==> config.mk <==
export PLATFORM = sky130hd
export DESIGN_NAME = softmax_driver
export DESIGN_NICKNAME = d
export VERILOG_FILES = /design/src/rtl/softmax_driver_pkg.sv /design/src/rtl/softmax_in_fifo.sv /design/src/rtl/softmax_driver.sv
export SDC_FILE = /design/constraint.sdc
export NUM_CORES = 1
export LEC_CHECK = 0
export ABC_CLOCK_PERIOD_IN_PS = 14750
export CORE_MARGIN = 4
export CORE_UTILIZATION = 47
export DETAILED_ROUTE_END_ITERATION = 16
export HOLD_SLACK_MARGIN = 0.12
export MAX_ROUTING_LAYER = met4
export PLACE_DENSITY_LB_ADDON = 0.12
export SLEW_MARGIN = 25
export SYNTH_ARGS = -nofsm -noshare
export SYNTH_HDL_FRONTEND = slang
export SYNTH_SLANG_ARGS = --single-unit
==> constraint.sdc <==
create_clock -name clk -period 14.75 [get_ports clk]
set_input_delay 4.425 -clock clk [delete_from_list [all_inputs] [get_ports clk]]
set_output_delay 4.425 -clock clk [all_outputs]
set_load 0.005 [all_outputs]
==> src/rtl/softmax_driver_pkg.sv <==
// Shared widths, phase encoding and lane helper for the softmax operand/result driver.
package softmax_driver_pkg;

  localparam int DATAWIDTH = 16;
  localparam int NUM       = 4;
  localparam int PH_W      = 3;

  typedef logic [PH_W-1:0] phase_t;

  // Phase values track the softmax datapath's internal step counter.
  localparam phase_t PH_IDLE   = 3'd0;
  localparam phase_t PH_MAX    = 3'd1;
  localparam phase_t PH_SUB    = 3'd2;
  localparam phase_t PH_PRESUB = 3'd5;
  localparam phase_t PH_CAPT   = 3'd7;

  function automatic logic [DATAWIDTH-1:0] lane(input logic [DATAWIDTH*NUM-1:0] v, input int i);
    return v[DATAWIDTH*i +: DATAWIDTH];
  endfunction

endpackage

==> src/rtl/softmax_in_fifo.sv <==
// Two-entry in-order vector buffer ahead of the softmax launch point.
module softmax_in_fifo #(
  parameter int W = 64
) (
  input  logic         clk,
  input  logic         reset,
  input  logic         push,
  input  logic         pop,
  input  logic [W-1:0] din,
  output logic [W-1:0] dout,
  output logic [1:0]   count,
  output logic         full,
  output logic         empty
);

  logic [W-1:0] mem_q [2];
  logic [W-1:0] mem_d [2];
  logic         wr_ptr_q, wr_ptr_d;
  logic         rd_ptr_q, rd_ptr_d;
  logic [1:0]   count_q, count_d;
  logic         do_push, do_pop;

  assign do_push = push && (count_q != 2'd2);
  assign do_pop  = pop && (count_q != 2'd0);

  always_comb begin
    mem_d    = mem_q;
    wr_ptr_d = wr_ptr_q;
    rd_ptr_d = rd_ptr_q;
    if (do_push) begin
      mem_d[wr_ptr_q] = din;
      wr_ptr_d        = ~wr_ptr_q;
    end
    if (do_pop) begin
      rd_ptr_d = ~rd_ptr_q;
    end
    count_d = count_q + {1'b0, do_push} - {1'b0, do_pop};
  end

  always_ff @(posedge clk or posedge reset) begin
    if (reset) begin
      for (int i = 0; i < 2; i++) mem_q[i] <= '0;
      wr_ptr_q <= 1'b0;
      rd_ptr_q <= 1'b0;
      count_q  <= 2'd0;
    end else begin
      mem_q    <= mem_d;
      wr_ptr_q <= wr_ptr_d;
      rd_ptr_q <= rd_ptr_d;
      count_q  <= count_d;
    end
  end

  assign dout  = mem_q[rd_ptr_q];
  assign count = count_q;
  assign full  = (count_q == 2'd2);
  assign empty = (count_q == 2'd0);

endmodule

==> src/rtl/softmax_driver.sv <==
// Feeds buffered vectors into the 4-lane softmax phase by phase and returns its results on a stream.
module softmax_driver
  import softmax_driver_pkg::*;
#(
  parameter int DATAWIDTH = softmax_driver_pkg::DATAWIDTH,
  parameter int NUM       = softmax_driver_pkg::NUM,
  parameter int CNT_W     = 16
) (
  input  logic                     clk,
  input  logic                     reset,
  input  logic                     s_valid,
  output logic                     s_ready,
  input  logic [DATAWIDTH*NUM-1:0] s_data,
  output logic                     sm_start,
  output logic [DATAWIDTH*NUM-1:0] sm_inp,
  output logic [DATAWIDTH*NUM-1:0] sm_sub0_inp,
  output logic [DATAWIDTH*NUM-1:0] sm_sub1_inp,
  input  logic [DATAWIDTH-1:0]     sm_outp0,
  input  logic [DATAWIDTH-1:0]     sm_outp1,
  input  logic [DATAWIDTH-1:0]     sm_outp2,
  input  logic [DATAWIDTH-1:0]     sm_outp3,
  output logic                     m_valid,
  input  logic                     m_ready,
  output logic [DATAWIDTH*NUM-1:0] m_data,
  output logic                     busy,
  output logic [CNT_W-1:0]         op_count
);

  localparam int VW = DATAWIDTH*NUM;

  phase_t           phase_q, phase_d;
  logic [VW-1:0]    vec_q, vec_d;
  logic             m_valid_q, m_valid_d;
  logic [VW-1:0]    m_data_q, m_data_d;
  logic [CNT_W-1:0] op_count_q, op_count_d;

  logic             fifo_push;
  logic [VW-1:0]    fifo_dout;
  logic [1:0]       fifo_count;
  logic             fifo_full;
  logic             fifo_empty;

  assign s_ready   = (fifo_count != 2'd2);
  assign fifo_push = s_valid && !fifo_full;

  softmax_in_fifo #(.W(VW)) u_fifo (
    .clk   (clk),
    .reset (reset),
    .push  (fifo_push),
    .pop   (sm_start),
    .din   (s_data),
    .dout  (fifo_dout),
    .count (fifo_count),
    .full  (fifo_full),
    .empty (fifo_empty)
  );

  // Launch only into an empty result slot so a capture can never overwrite a pending result.
  assign sm_start = (phase_q == PH_IDLE) && !fifo_empty && !m_valid_q;

  always_comb begin
    phase_d    = phase_q;
    vec_d      = vec_q;
    m_valid_d  = m_valid_q;
    m_data_d   = m_data_q;
    op_count_d = op_count_q;
    if (m_valid_q && m_ready) begin
      m_valid_d = 1'b0;
    end
    if (sm_start) begin
      vec_d   = fifo_dout;
      phase_d = PH_MAX;
    end else if (phase_q == PH_CAPT) begin
      m_data_d   = {sm_outp3, sm_outp2, sm_outp1, sm_outp0};
      m_valid_d  = 1'b1;
      op_count_d = op_count_q + 1'b1;
      phase_d    = PH_IDLE;
    end else if (phase_q != PH_IDLE) begin
      phase_d = phase_q + 1'b1;
    end
  end

  always_ff @(posedge clk or posedge reset) begin
    if (reset) begin
      phase_q    <= PH_IDLE;
      vec_q      <= '0;
      m_valid_q  <= 1'b0;
      m_data_q   <= '0;
      op_count_q <= '0;
    end else begin
      phase_q    <= phase_d;
      vec_q      <= vec_d;
      m_valid_q  <= m_valid_d;
      m_data_q   <= m_data_d;
      op_count_q <= op_count_d;
    end
  end

  // Each operand bus carries the vector only in the phase the datapath samples it.
  assign sm_inp      = (phase_q == PH_MAX)    ? vec_q : '0;
  assign sm_sub0_inp = (phase_q == PH_SUB)    ? vec_q : '0;
  assign sm_sub1_inp = (phase_q == PH_PRESUB) ? vec_q : '0;

  assign m_valid  = m_valid_q;
  assign m_data   = m_data_q;
  assign busy     = (phase_q != PH_IDLE);
  assign op_count = op_count_q;

endmodule
# Yosys cells after proc, flatten, opt, wreduce, memory -nomap -nowiden
# Cells that the tools add are included.
word_totals:
  in_bits: 132
  wordCells: 59
  register_bits: 280
classes:
  n_bitwise: 5
  order_cmp: 3
  reduce_logical: 16
  addsub: 4
  n_eq_ne: 6
  n_mux: 15
op_table:
  columns: ["cell", "count"]
  rows:
  - ["$mux 64", 7]
  - ["$bwmux 128", 1]
  - ["$demux 64 s1", 1]
  - ["$add 16x1->16 const B", 1]
  - ["$mux 3", 3]
  - ["$logic_and 1x1->1", 7]
  - ["$eq 3x3->1 const B", 2]
  - ["$reduce_bool 3->1", 2]
  - ["$ge 2x2->1 const B", 2]
  - ["$not 1->2", 2]
  - ["$add 3x1->3 const B", 1]
  - ["$eq 3x1->1 const B", 1]
  - ["$eq 3x2->1 const B", 1]
  - ["$logic_not 1->1", 3]
  - ["$logic_not 3->1", 1]
  - ["$mux 1", 3]
  - ["$not 1->1", 3]
  - ["$add 2x1->2", 1]
  - ["$eq 2x2->1 const B", 1]
  - ["$logic_not 2->1", 1]
  - ["$lt 2x1->1 const B", 1]
  - ["$ne 2x2->1 const B", 1]
  - ["$reduce_and 2->1", 1]
  - ["$reduce_bool 2->1", 1]
  - ["$sub 2x1->2", 1]

# Longest topological paths before layout
depth:
  ltp_word: 6
  mapped_depth: 10
  depth_no_buf: 10

# Modules after synthesis
# Synthesis repeated with hierarchy kept, for this count alone.
unflattened:
  cells_unflattened: 1076
  hier_area_um2: 13391.6
by_module_without_submodules:
  columns: ["mod", "cells_per_inst", "area_each_um2", "instances"]
  rows:
  - ["softmax_driver", 716, 7053.0, 1]
  - ["softmax_in_fifo", 360, 6338.6, 1]

# Worst setup path after synthesis
# OpenSTA, ideal clock, no wires.
synth_timing:
  path_kind: "register to output"
  startpoint: "register phase_q[0]"
  endpoint: "output sm_start"
  setup_slack_ps: 8823
  path_stages_with_launch: 8
  required_ps: 10325
  t_arrival_ps: 1502
  path_buffers: 2
  cell_sequence: "dfrtp_1 inv_1 ha_1 nor2b_2 inv_2 nor2_2 buf_2 buf_2"
synth_via:
  elab_chain_cells: 3
synth_rtl:
  columns: ["element", "line_no", "text"]
  rows:
  - ["start, declared", "softmax_driver.sv:31", "phase_t phase_q, phase_d;"]
  - ["start signal, assigned", "softmax_driver.sv:91", "phase_q <= phase_d;"]
  - ["$logic_not 3->1", "softmax_driver.sv:59", "assign sm_start = (phase_q == PH_IDLE) && !fifo_empty && !m_valid_q;"]
  - ["$logic_and 1x1->1 (2 in series)", "softmax_driver.sv:59", null]
  - ["end, declared", "softmax_driver.sv:14", "output logic sm_start,"]
# Every way passes these cells.

# Worst setup path after layout
layout_timing:
  startpoint: "register phase_q[1]"
  endpoint: "output sm_inp[42]"
layout_via:
  elab_chain_cells: 2
layout_rtl:
  columns: ["element", "line_no", "text"]
  rows:
  - ["$eq 3x1->1", "softmax_driver.sv:100", "assign sm_inp = (phase_q == PH_MAX) ? vec_q : '0;"]
  - ["$mux 64", "softmax_driver.sv:100", null]
  - ["end, declared", "softmax_driver.sv:15", "output logic [DATAWIDTH*NUM-1:0] sm_inp,"]
# Every way passes these cells.

==> results.cfg <==
[place]
place_congestion = 0.765
io_buffer_count = 407
dp.cells = 1819
dpl.hpwl_um = 22600

[worst_setup_path]
max_stage_delay_ps = 530
crit_arrival_ps = 3030
crit_chain = inv_1 -> ha_4 -> nor2b_4 -> buf_16 -> and2_1 -> clkdlybuf4s50_1
critPathLaunchType = flip-flop
end_kind = output port
worst-setup-path-type = flip-flop to output port
cp_slowest_cell = ha_4
cp.required_ps = 10320
worstPathMaxFanout = 65

[clock_network]
hold_buffers = 0
cts_buffers = 29
clkSlewWorstSetupHoldPaths_ps = 60
post_cts_buffers = 0
htree_levels = 1
post_cts_resized = 0
clock_sinks = 280
root_buffer = clkbuf_16
clockBufferDepth = 3
cts_tree = done
clock_latency_ps = 530

[finish]
layout.nets = 1657
fill_cells = 2013
drive_gt1_share_pct = 12.5
final_core_util_pct = 68.2
final_cell_mix = clkdlybuf4s50_1, dfrtp_1, nand2_1
multi_input_area_um2 = 5190
stdcell_count = 1874
seq_area_um2 = 7010
syn_to_final_growth_pct = 42.3
layout_commonest_cell = clkdlybuf4s50_1

[detailed_routing]
wl_um = 33400
route.detailed.drc = 0
wl_per_cell_um = 17.8
ant_nets = 0
vias = 9361
first_iter_violations = 359
dr.pass1.iters = 4
via_per_inst = 5.00

[floorplanning]
die-area_um2 = 29300
coreArea_um2 = 26100
num_rows = 59
initial_utilization_pct = 48.0
io_pins = 408
chipHeight_um = 171
die_w_um = 171

[power_and_ir_drop]
p_sw_mw = 1.27
powerDensity_nw_per_um2 = 214
power_leakage_nw = 7.99
clockPowerShare_pct = 19.0
seqPwrFrac_pct = 37.7
ir_worst_vdd_mv = 0.137
p_sw_share_pct = 33.1
p_int_mw = 2.55
comb_power_share_pct = 43.3

[min_path]
hp-class = flip-flop to flip-flop

[synthesis]
yosysTopAreaCell = dfrtp_1
ys_seq_elements = 280
yosys.area.top_type_share_pct = 55.9
ys_types = 38
syn_inst = 1144
synth_area_um2 = 12500
ys_seq_area_share_pct = 55.9
postSynthAreaPerCell_um2 = 11.0
ys_warn_count = 0
ys_top_cells_by_area = dfrtp_1, mux2_2, and2_1, nand2_1, mux2i_1
synth_nets = 1284

[timing]
setup_viol = 0
hold_viol = 0
max_slew.worst_pin.slew_ps = 966
finalCritPeriodShare_pct = 50.6
max_freq_mhz = 134
grt_setup_unrepaired = false
hold_ws_ps = 471
period_needed_ps = 7460
max_slew_margin_pct = 35.6
drv_slew = 0
skew_ps = 10.9
fin_tns_setup_ps = 0

[grt]
grt_max_degree = 124
grt.overflow.total = 0
grt_pass1_wl_um = 51900
track_usage_pct = 22.6
grt_antenna_before_repair = 2
grt_pass1_vias = 9487

[flow_run]
cap_violations = 0

[status]
outcome = completed
synth_stat cells:
master      n
dfrtp_1   280
nand2_1   202
and2_1    128
mux2_2    125
nor2_1     68
a21oi_1    65
and3_1     65
mux2i_1    64
clkbuf_1   41
buf_2      22
xnor2_1    13
inv_1       9
ha_1        8
xor2_1      7
buf_6       6
buf_1       5
mux2_1      4
nand3_1     4
nand4_1     4
nor3_1      3
and4_1      2
nor2b_1     2
o21ai_0     2
a211o_1     1
buf_4       1
inv_2       1
nand2b_1    1
nand3_2     1
nor2_2      1
nor2_4      1
nor2b_2     1
nor3b_1     1
nor4_2      1
o211a_1     1
o21ai_1     1
o21ba_1     1
o21bai_2    1
o22ai_1     1
power by group through the flow:
stage          Clock, mW  Combinational (mW)  Sequential, mW
2_1_floorplan          0               0.939            1.34
3_3_place_gp           0                1.62            1.43
3_5_place_dp           0                1.66            1.45
6_report           0.724                1.65            1.44
4_1_cts            0.745                1.67            1.44
5_1_grt            0.773                1.82            1.50
cell families (layout without fill, tap and decap cells):
group,count (synthesis),after routing,synth area share [%]
AOI/OAI and AO/OA,73,73,3.09
xor gates and xnor gates,20,20,1.40
adders and majority gates,8,8,0.799
buffers and inverters,85,478,3.16
DFF,280,280,55.9
muxes,193,193,16.7
other,0,2,0
and+or+nand+nor,485,485,18.9
flip-flops by register name, summed over array words and instances (netlist names):
name / flops
u_fifo.wr_ptr_q: 1
op_count: 16
u_fifo.rd_ptr_q: 1
m_valid: 1
m_data: 64
u_fifo.count: 2
phase_q: 3
vec_q: 64
u_fifo.mem_q: 128
layer usage:
layer  part of all wire, %  track usage, %  up-vias
li1                      -               -     4528
met1                    41            27.2     4478
met2                    49            38.0      299
met3                   7.9            6.34       56
met4                   2.3            5.55        0
met5                     0               -        -
path summary, 6_finish.rpt:
kind / start / end / slack, ps / depth (start not counted)
max in group asynchronous: reset / u_fifo.rd_ptr_q$_DFFE_PP0P_ / 8950 / 3
hold / removal: m_data[60]$_DFFE_PP0P_ / m_data[60]$_DFFE_PP0P_ / 470 / 2
setup / recovery: phase_q[1]$_DFFE_PP0P_ / sm_inp[42] / 7290 / 6
setup reg to reg: phase_q[2]$_DFFE_PP0P_ / vec_q[24]$_DFFE_PP0P_ / 11850 / 6
min in group asynchronous: reset / m_data[18]$_DFFE_PP0P_ / 4500 / 2
hold reg to reg: m_data[60]$_DFFE_PP0P_ / m_data[60]$_DFFE_PP0P_ / 470 / 2
per-stage QoR:
stage	worst slack [ps]	cell area, µm²	total power, mW
after global routing	7090	17800	4.09
after floorplan	2600	12500	2.28
after CTS	6430	17800	3.86
after global placement	7190	16800	3.05
after detailed placement	7010	16800	3.11
final	7290	17800	3.82
worst max-delay path, delay by kind of cell (launching register included):
family                     cells  cell delay (ps)
and+or+nand+nor                2              680
adders and majority gates      1              530
DFF                            1              410
buffers and inverters          3              850
area by class of cell:
type                       instances  area share (%)
clock inverter                    10           0.779
clock buffer                      41            4.49
multi-input combinational        779            29.1
antenna                            2          0.0281
tap                              335            2.35
sequential                       280            39.3
inverter                          10           0.253
timing repair buffer             417            23.6
Power figures use the tool's default switching activity.
